--- config.mk ---
export PLATFORM = sky130hd
export DESIGN_NAME = pass_cam
export DESIGN_NICKNAME = d
export VERILOG_FILES = /design/src/rtl/pass_keeper_pkg.sv /design/src/rtl/cam_entry_array.sv /design/src/rtl/pass_cam.sv
export SDC_FILE = /design/constraint.sdc
export NUM_CORES = 1
export LEC_CHECK = 0
export CAP_MARGIN = 15
export CELL_PAD_IN_SITES_DETAIL_PLACEMENT = 1
export CELL_PAD_IN_SITES_GLOBAL_PLACEMENT = 2
export CORE_MARGIN = 4
export CORE_UTILIZATION = 50
export CTS_BUF_LIST = sky130_fd_sc_hd__clkbuf_8
export CTS_CLUSTER_DIAMETER = 60
export DETAILED_ROUTE_END_ITERATION = 10
export PLACE_DENSITY_LB_ADDON = 0.1
export REMOVE_ABC_BUFFERS = 1
export SETUP_SLACK_MARGIN = 0.5
export SLEW_MARGIN = 30
export SYNTH_ARGS = -nofsm -noshare
export SYNTH_HDL_FRONTEND = slang
export SYNTH_SLANG_ARGS = --single-unit
--- constraint.sdc ---
create_clock -name clk -period 8.7 [get_ports clk]
set_clock_uncertainty 0.05 [all_clocks]
set_input_delay 1.305 -clock clk [delete_from_list [all_inputs] [get_ports clk]]
set_output_delay 1.305 -clock clk [all_outputs]
set_load 0.005 [all_outputs]
--- src/rtl/pass_keeper_pkg.sv ---
// Shared sizing and FSM encoding for the pass-keeper CAM.
package pass_keeper_pkg;
  localparam int KEY_W  = 64;
  localparam int DEPTH  = 16;
  localparam int ADDR_W = $clog2(DEPTH);

  typedef enum logic [1:0] {IDLE, SCAN, DONE} cam_state_t;
endpackage

--- src/rtl/cam_entry_array.sv ---
// Key storage with per-entry valid bits; one write port, one indexed read port.
module cam_entry_array #(
  parameter int KEY_W = pass_keeper_pkg::KEY_W,
  parameter int DEPTH = pass_keeper_pkg::DEPTH,
  localparam int ADDR_W = $clog2(DEPTH)
) (
  input  logic              clk,
  input  logic              rst,
  input  logic              we,
  input  logic [ADDR_W-1:0] waddr,
  input  logic [KEY_W-1:0]  wkey,
  input  logic              clr,
  input  logic [ADDR_W-1:0] raddr,
  output logic [KEY_W-1:0]  rkey,
  output logic              rvalid
);
  logic [KEY_W-1:0] keys [DEPTH];
  logic [DEPTH-1:0] valid;

  // Keys carry no reset; a stale key is harmless while its valid bit is low.
  always_ff @(posedge clk) begin
    if (we) keys[waddr] <= wkey;
  end

  always_ff @(posedge clk or negedge rst) begin
    if (!rst)    valid        <= '0;
    else if (clr) valid       <= '0;
    else if (we) valid[waddr] <= 1'b1;
  end

  assign rkey   = keys[raddr];
  assign rvalid = valid[raddr];
endmodule

--- src/rtl/pass_cam.sv ---
// Sequential-scan CAM: one entry compared per cycle, lowest matching index wins.
module pass_cam #(
  parameter int KEY_W = pass_keeper_pkg::KEY_W,
  parameter int DEPTH = pass_keeper_pkg::DEPTH,
  localparam int ADDR_W = $clog2(DEPTH)
) (
  input  logic              clk,
  input  logic              rst,
  input  logic              cam_start,
  input  logic [KEY_W-1:0]  search_key,
  input  logic              cam_write_en,
  input  logic [ADDR_W-1:0] wr_addr,
  input  logic [KEY_W-1:0]  wr_key,
  input  logic              clear,
  output logic              match,
  output logic [ADDR_W-1:0] match_addr,
  output logic [ADDR_W-1:0] max_add,
  output logic              empty,
  output logic              busy,
  output logic              search_done,
  output logic              wr_drop
);
  import pass_keeper_pkg::*;

  cam_state_t        state, state_nxt;
  logic [ADDR_W-1:0] idx;
  logic [KEY_W-1:0]  key_q, rd_key;
  logic              rd_valid, hit, last, start_ok, wr_ok;

  assign start_ok = (state == IDLE) && cam_start && !clear;
  assign wr_ok    = (state == IDLE) && cam_write_en && !cam_start && !clear;
  assign hit      = rd_valid && (rd_key == key_q);
  // idx never needs to wrap: the scan stops at max_add, which is at most DEPTH-1.
  assign last     = empty || (idx == max_add) || (idx == ADDR_W'(DEPTH-1));

  cam_entry_array #(.KEY_W(KEY_W), .DEPTH(DEPTH)) u_array (
    .clk    (clk),
    .rst    (rst),
    .we     (wr_ok),
    .waddr  (wr_addr),
    .wkey   (wr_key),
    .clr    (clear),
    .raddr  (idx),
    .rkey   (rd_key),
    .rvalid (rd_valid)
  );

  always_ff @(posedge clk or negedge rst) begin
    if (!rst) state <= IDLE;
    else      state <= state_nxt;
  end

  always_comb begin
    state_nxt = state;
    case (state)
      IDLE:    if (start_ok) state_nxt = SCAN;
      SCAN:    if (hit || last) state_nxt = DONE;
      DONE:    state_nxt = IDLE;
      default: state_nxt = IDLE;
    endcase
    if (clear) state_nxt = IDLE;
  end

  always_comb begin
    busy        = (state == SCAN);
    search_done = (state == DONE) && !clear;
  end

  always_ff @(posedge clk or negedge rst) begin
    if (!rst) begin
      match      <= 1'b0;
      match_addr <= '0;
      max_add    <= '0;
      empty      <= 1'b1;
      wr_drop    <= 1'b0;
      idx        <= '0;
      key_q      <= '0;
    end else begin
      wr_drop <= cam_write_en && ((state != IDLE) || cam_start);
      if (clear) begin
        match      <= 1'b0;
        match_addr <= '0;
        max_add    <= '0;
        empty      <= 1'b1;
      end else begin
        // Valid bits only ever get set between clears, so a running max is exact.
        if (wr_ok) begin
          empty <= 1'b0;
          if (wr_addr > max_add) max_add <= wr_addr;
        end
        if (start_ok) begin
          key_q      <= search_key;
          match      <= 1'b0;
          match_addr <= '0;
          idx        <= '0;
        end else if (state == SCAN) begin
          if (hit) begin
            match      <= 1'b1;
            match_addr <= idx;
          end else if (!last) begin
            idx <= idx + 1'b1;
          end
        end
      end
    end
  end
endmodule

Yosys cells after proc, flatten, opt, wreduce, memory -nomap -nowiden
Memories as Yosys holds them, arrays and structs flattened.
Index checks and enable logic that the tools add are counted.
{"block": "word_totals", "out_inout_bits": 13, "ff_bits": 97, "memories": 1, "in_bits": 137, "elab_cells": 82, "mem_bits_rw": 1024}
{"name": "u_array.keys", "depth": 16, "word_bits": 64, "rd": 1, "rd_ports_with_merged_regs": 0, "write_ports": 1, "line": "cam_entry_array.sv:17", "text": "logic [KEY_W-1:0] keys [DEPTH];"}
{"block": "classes", "n_eq_ne": 9, "n_reduce_logical": 27, "bitwise_logic": 2, "magnitude_cmp": 4, "muxes": 29, "addsub": 1}
{"operator": "$eq A64 B64 Y1", "count": 1}
{"operator": "$mux W4", "count": 11}
{"operator": "$mux W16", "count": 2}
{"operator": "$or A16 B16 Y16", "count": 1}
{"operator": "$lt A4 B5 Y1 const B", "count": 2}
{"operator": "$mux W1", "count": 10}
{"operator": "$logic_and A1 B1 Y1", "count": 9}
{"operator": "$reduce_and A2 Y1", "count": 4}
{"operator": "$reduce_bool A2 Y1", "count": 4}
{"operator": "$mux W2", "count": 3}
{"operator": "$reduce_bool A3 Y1", "count": 2}
{"operator": "$add A4 B1 Y4 const B", "count": 1}
{"operator": "$bmux W1 S4", "count": 1}
{"operator": "$demux W1 S4", "count": 1}
{"operator": "$eq A4 B4 Y1", "count": 1}
{"operator": "$eq A4 B4 Y1 const B", "count": 1}
{"operator": "$ge A4 B1 Y1 const B", "count": 1}
{"operator": "$gt A4 B4 Y1", "count": 1}
{"operator": "$logic_or A1 B1 Y1", "count": 4}
{"operator": "$ne A2 B1 Y1 const B", "count": 2}
{"operator": "$pmux W2 S2", "count": 1}
{"operator": "$reduce_and A4 Y1", "count": 1}
{"operator": "$ne A3 B2 Y1 const B", "count": 1}
{"operator": "$ne A3 B3 Y1 const B", "count": 1}
{"operator": "other kinds (5)", "count": 6}

Logic depth before layout (Yosys ltp)
{"block": "depth", "ltp_word": 7, "ltp_mapped": 17, "ltp_nobuf": 10}

By module
A second synthesis with hierarchy kept.
{"block": "hier_totals", "hier_cells": 2147, "area_unflattened_um2": 43306.5}
{"mod": "cam_entry_array", "seq_area_each_um2": 31149.9, "area_per_inst_um2": 39070.0, "cells_each": 1651, "n_inst": 1}
{"mod": "pass_cam", "seq_area_each_um2": 2028.2, "area_per_inst_um2": 4236.6, "cells_each": 496, "n_inst": 1}

Worst setup path after synthesis
OpenSTA, ideal clock, no wires.
{"block": "synth_path", "kind": "in2reg", "start": "input cam_start", "end": "memory u_array.keys[1][0], enable pin", "path_stages": 4, "path_slack_ps": 1536, "t_arrival_ps": 6546, "n_path_buf": 0, "path_cell_list": "nor3_1 -> nand2_1 -> or4_1 -> nor3_1"}
{"block": "synth_between", "elab_chain_len": 5}
{"item": "from (decl)", "line": "pass_cam.sv:9", "text": "input logic cam_start,"}
{"item": "$logic_not A1 Y1", "line": "pass_cam.sv:31", "text": "assign wr_ok = (state == IDLE) && cam_write_en && !cam_start && !clear;"}
{"item": "$logic_and A1 B1 Y1 (2 in series)", "line": "pass_cam.sv:31"}
{"item": "$mux W1", "line": "cam_entry_array.sv:22", "text": "if (we) keys[waddr] <= wkey;"}
{"item": "$mux W1 (not written as such)", "line": "cam_entry_array.sv:22"}
{"item": "to (decl)", "line": "cam_entry_array.sv:17"}
No other way between the ends.

Worst setup path after layout
{"block": "layout_path", "start": "register idx[1]", "end": "register idx[2]"}
{"block": "layout_between", "elab_chain_len": 5}
{"item": "from (decl)", "line": "pass_cam.sv:26", "text": "logic [ADDR_W-1:0] idx;"}
{"item": "from (signal assigned)", "line": "pass_cam.sv:101", "text": "idx <= idx + 1'b1;"}
{"item": "$mem_v2 Z16 W64, or another cell as far along"}
{"item": "$eq A64 B64 Y1, or another cell as far along", "line": "pass_cam.sv:32", "text": "assign hit = rd_valid && (rd_key == key_q);"}
{"item": "$logic_and A1 B1 Y1, or another cell as far along", "line": "pass_cam.sv:32"}
{"item": "$ne A2 B1 Y1 (no line) / $mux W4 (equally long branches)"}
{"item": "$reduce_and A4 Y1 (no line) / $mux W4 (equally long branches)"}
Parallel ways exist; a longest one is shown, timed or not. The select of a mux whose other input is x is not followed.
A chain may end at the register's enable or synchronous reset.

==> metrics.txt <==
status completed; total number of vias 24800; Mapped Area 45300 um^2; Iter 0 DRT Violations 2717; Crit. End Element register; die area 95400 um^2; Synth area leader edfxtp_1; maximum root-to-sink buffer count 3; fin area 51900 um^2; Post-synth EDFFs 1024; Pleak 17.0 nW; PortBufs 149; Most used DFF post-synth edfxtp_1; synth top area cells edfxtp_1 68%, mux4_2 10%, dfrtp_1 5.3%; worst-path cell chain buf_12 -> mux2_2 -> a222oi_1 -> nor2_1 -> o32ai_1 -> o2111ai_1 -> nor4_1 -> nand4_1 -> nor2_1 -> nor2_1 -> a31o_1; Yosys cell types 80; WL/cell 32.5 um; critical path class reg -> reg; # nets final 2773; Int Pwr 8.44 mW; drt first pass iters 5; RSZ-0062 raised after global routing false; Final Setup Violations 0; area delta synth->final 14.6%; Avg Inst Size Synth 19.2 um^2; overall power 11.1 mW; CP peak stage delay 860 ps; Most Frequent Cell on Critical Path nor2_1; Sw Ratio 0.236; most common cell after layout, fill and taps aside edfxtp_1; most frequent cells in the layout 1024 x edfxtp_1, 203 x mux4_2, 202 x clkbuf_8; Synth async-reset ratio 0.0865; Switch Pwr 2.61 mW; Worst EP required 9370 ps; Worst EP arrival 6130 ps; worst skew pair latency 860 ps; clock sink total 1121; number of global-route vias before repair 26300; Total GRT Usage 0.274; FP Rows 110; HPWL reported at the end of detailed placement 77600 um; Via density 6.24; CTS buffer count 183; Power Density 213 nW/um^2; Post-CTS Setup Bufs 0; Post-DP Area 48400 um^2; Max Clk Rate 183 MHz; total number of yosys warnings 0; Slew @ Worst Pin 1040 ps; DRC 0; MaxCap Viol Count 0; initial antenna violation count 5; DRT antenna net count 0; Synth top area share 0.679; sequential area share after synthesis 0.733; hold buffer count at cts 0; sequential share of power 0.550; buffers and inverters on the worst path 1; Final Cycle Share 0.628; Final Hold Viols 0; number of H-tree levels 4; Gate power share 0.061; slowest stage cell, crit path dfrtp_4; root buf cell clkbuf_8; fin. max-slew vios 0; CTS tree built; first-pass GRT wire length 186000 um; flops & latches, synth 1121; largest net degree at the start of global routing 141; remaining global-route overflow 0; # IOs 150; Core Region 89900 um^2; Syn Inst Count 2353; Initial Util 0.504; routability cong. 0.886; hold_ws 393 ps; Die W 309 um; post-CTS sizing 0; clock-pin slew on the worst setup and hold paths 70 ps; Hold WC Path Type in -> async; type of origin of the critical path register; die height 309 um; layout cell share with drive strength beyond 1 0.226; Worst slew margin 0.308; Critical Path Fanout Max 140; CP top delay family simple AND/OR/NAND/NOR gates; drt total wl 129000 um; peak supply drop 145 uV; fin crit period 5460 ps; Clk pwr share 0.389
==> per-stage QoR <==
| step | setup slack, ps | instances | util | TNS [ps] |
|---|---|---|---|---|
| floorplan | -3010 | 2241 | - | -29150 |
| global placement | 3190 | 3615 | 0.536 | 0 |
| detailed placement | 3230 | 3622 | 0.538 | 0 |
| CTS | 3220 | 3966 | 0.577 | 0 |
| global route | 3020 | 3968 | 0.577 | 0 |
| finish | 3240 | 3970 | 0.577 | 0 |
==> flip-flops by register name (all words and copies together), names as in the netlist <==
name / flops
empty: 1
idx: 4
key_q: 64
match: 1
match_addr: 4
max_add: 4
state: 2
u_array.keys: 1024
u_array.valid: 16
wr_drop: 1
==> power groups by stage <==
stage | sequential, mW | combinational [mW] | clock, mW
5_1_grt | 6.08 | 0.725 | 4.69
4_1_cts | 6.08 | 0.675 | 4.41
6_report | 6.08 | 0.676 | 4.30
3_5_place_dp | 6.19 | 0.672 | 0
3_3_place_gp | 6.19 | 0.651 | 0
2_1_floorplan | 6.15 | 0.346 | 0
==> synth_stat cells, drive strengths merged (13+ instances only) <==
| library cell | instances |
|---|---|
| a22oi | 31 |
| edfxtp | 1024 |
| xor2 | 13 |
| nor2 | 67 |
| xnor2 | 63 |
| mux2i | 174 |
| a21o | 18 |
| nor2b | 17 |
| nand2 | 70 |
| a21oi | 21 |
| dfrtp | 96 |
| mux4 | 203 |
| nor4 | 17 |
| buf | 83 |
| mux2 | 100 |
| inv | 31 |
| nor3 | 26 |
| clkbuf | 29 |
| a221oi | 14 |
| nand3 | 20 |
| o22ai | 35 |
| o21ai | 42 |
==> layer usage <==
layer / vias up / track usage / part of all wire
met1: 13300 / 0.383 / 0.42
met4: 2 / 0.0883 / 0.027
met3: 201 / 0.0625 / 0.076
li1: 10200 / - / -
met2: 1020 / 0.436 / 0.48
met5: - / 0 / 0.00010
==> final cells by class <==
type | instances | area (um^2)
antenna | 4 | 10.0
inverter | 31 | 118
timing repair buffer | 205 | 2110
fill | 7861 | 38000
sequential | 1121 | 33200
clock inverter | 142 | 689
tap | 1176 | 1470
clock buffer | 202 | 2780
multi-input combinational | 1089 | 11500
==> kinds of logic after synthesis <==
| family | synth area share |
|---|---|
| xor+xnor | 0.0147 |
| simple gates | 0.0329 |
| buf+inv | 0.0158 |
| compound gates | 0.0379 |
| mux | 0.164 |
| fa+ha+maj | 0.00138 |
| flops | 0.733 |
==> final timing paths <==
check	start	end	slack, ps	cells after the start
min in group clk	u_array.valid[9]	u_array.valid[9]	430	1
max	idx[1]	idx[2]	3240	11
max in group asynchronous	rst	idx[2]	6790	2
max reg2reg	idx[1]	idx[2]	3240	11
min reg2reg	u_array.valid[9]	u_array.valid[9]	430	1
min	rst	max_add[2]	390	1
No activity file was read; power rests on OpenSTA's default activity.
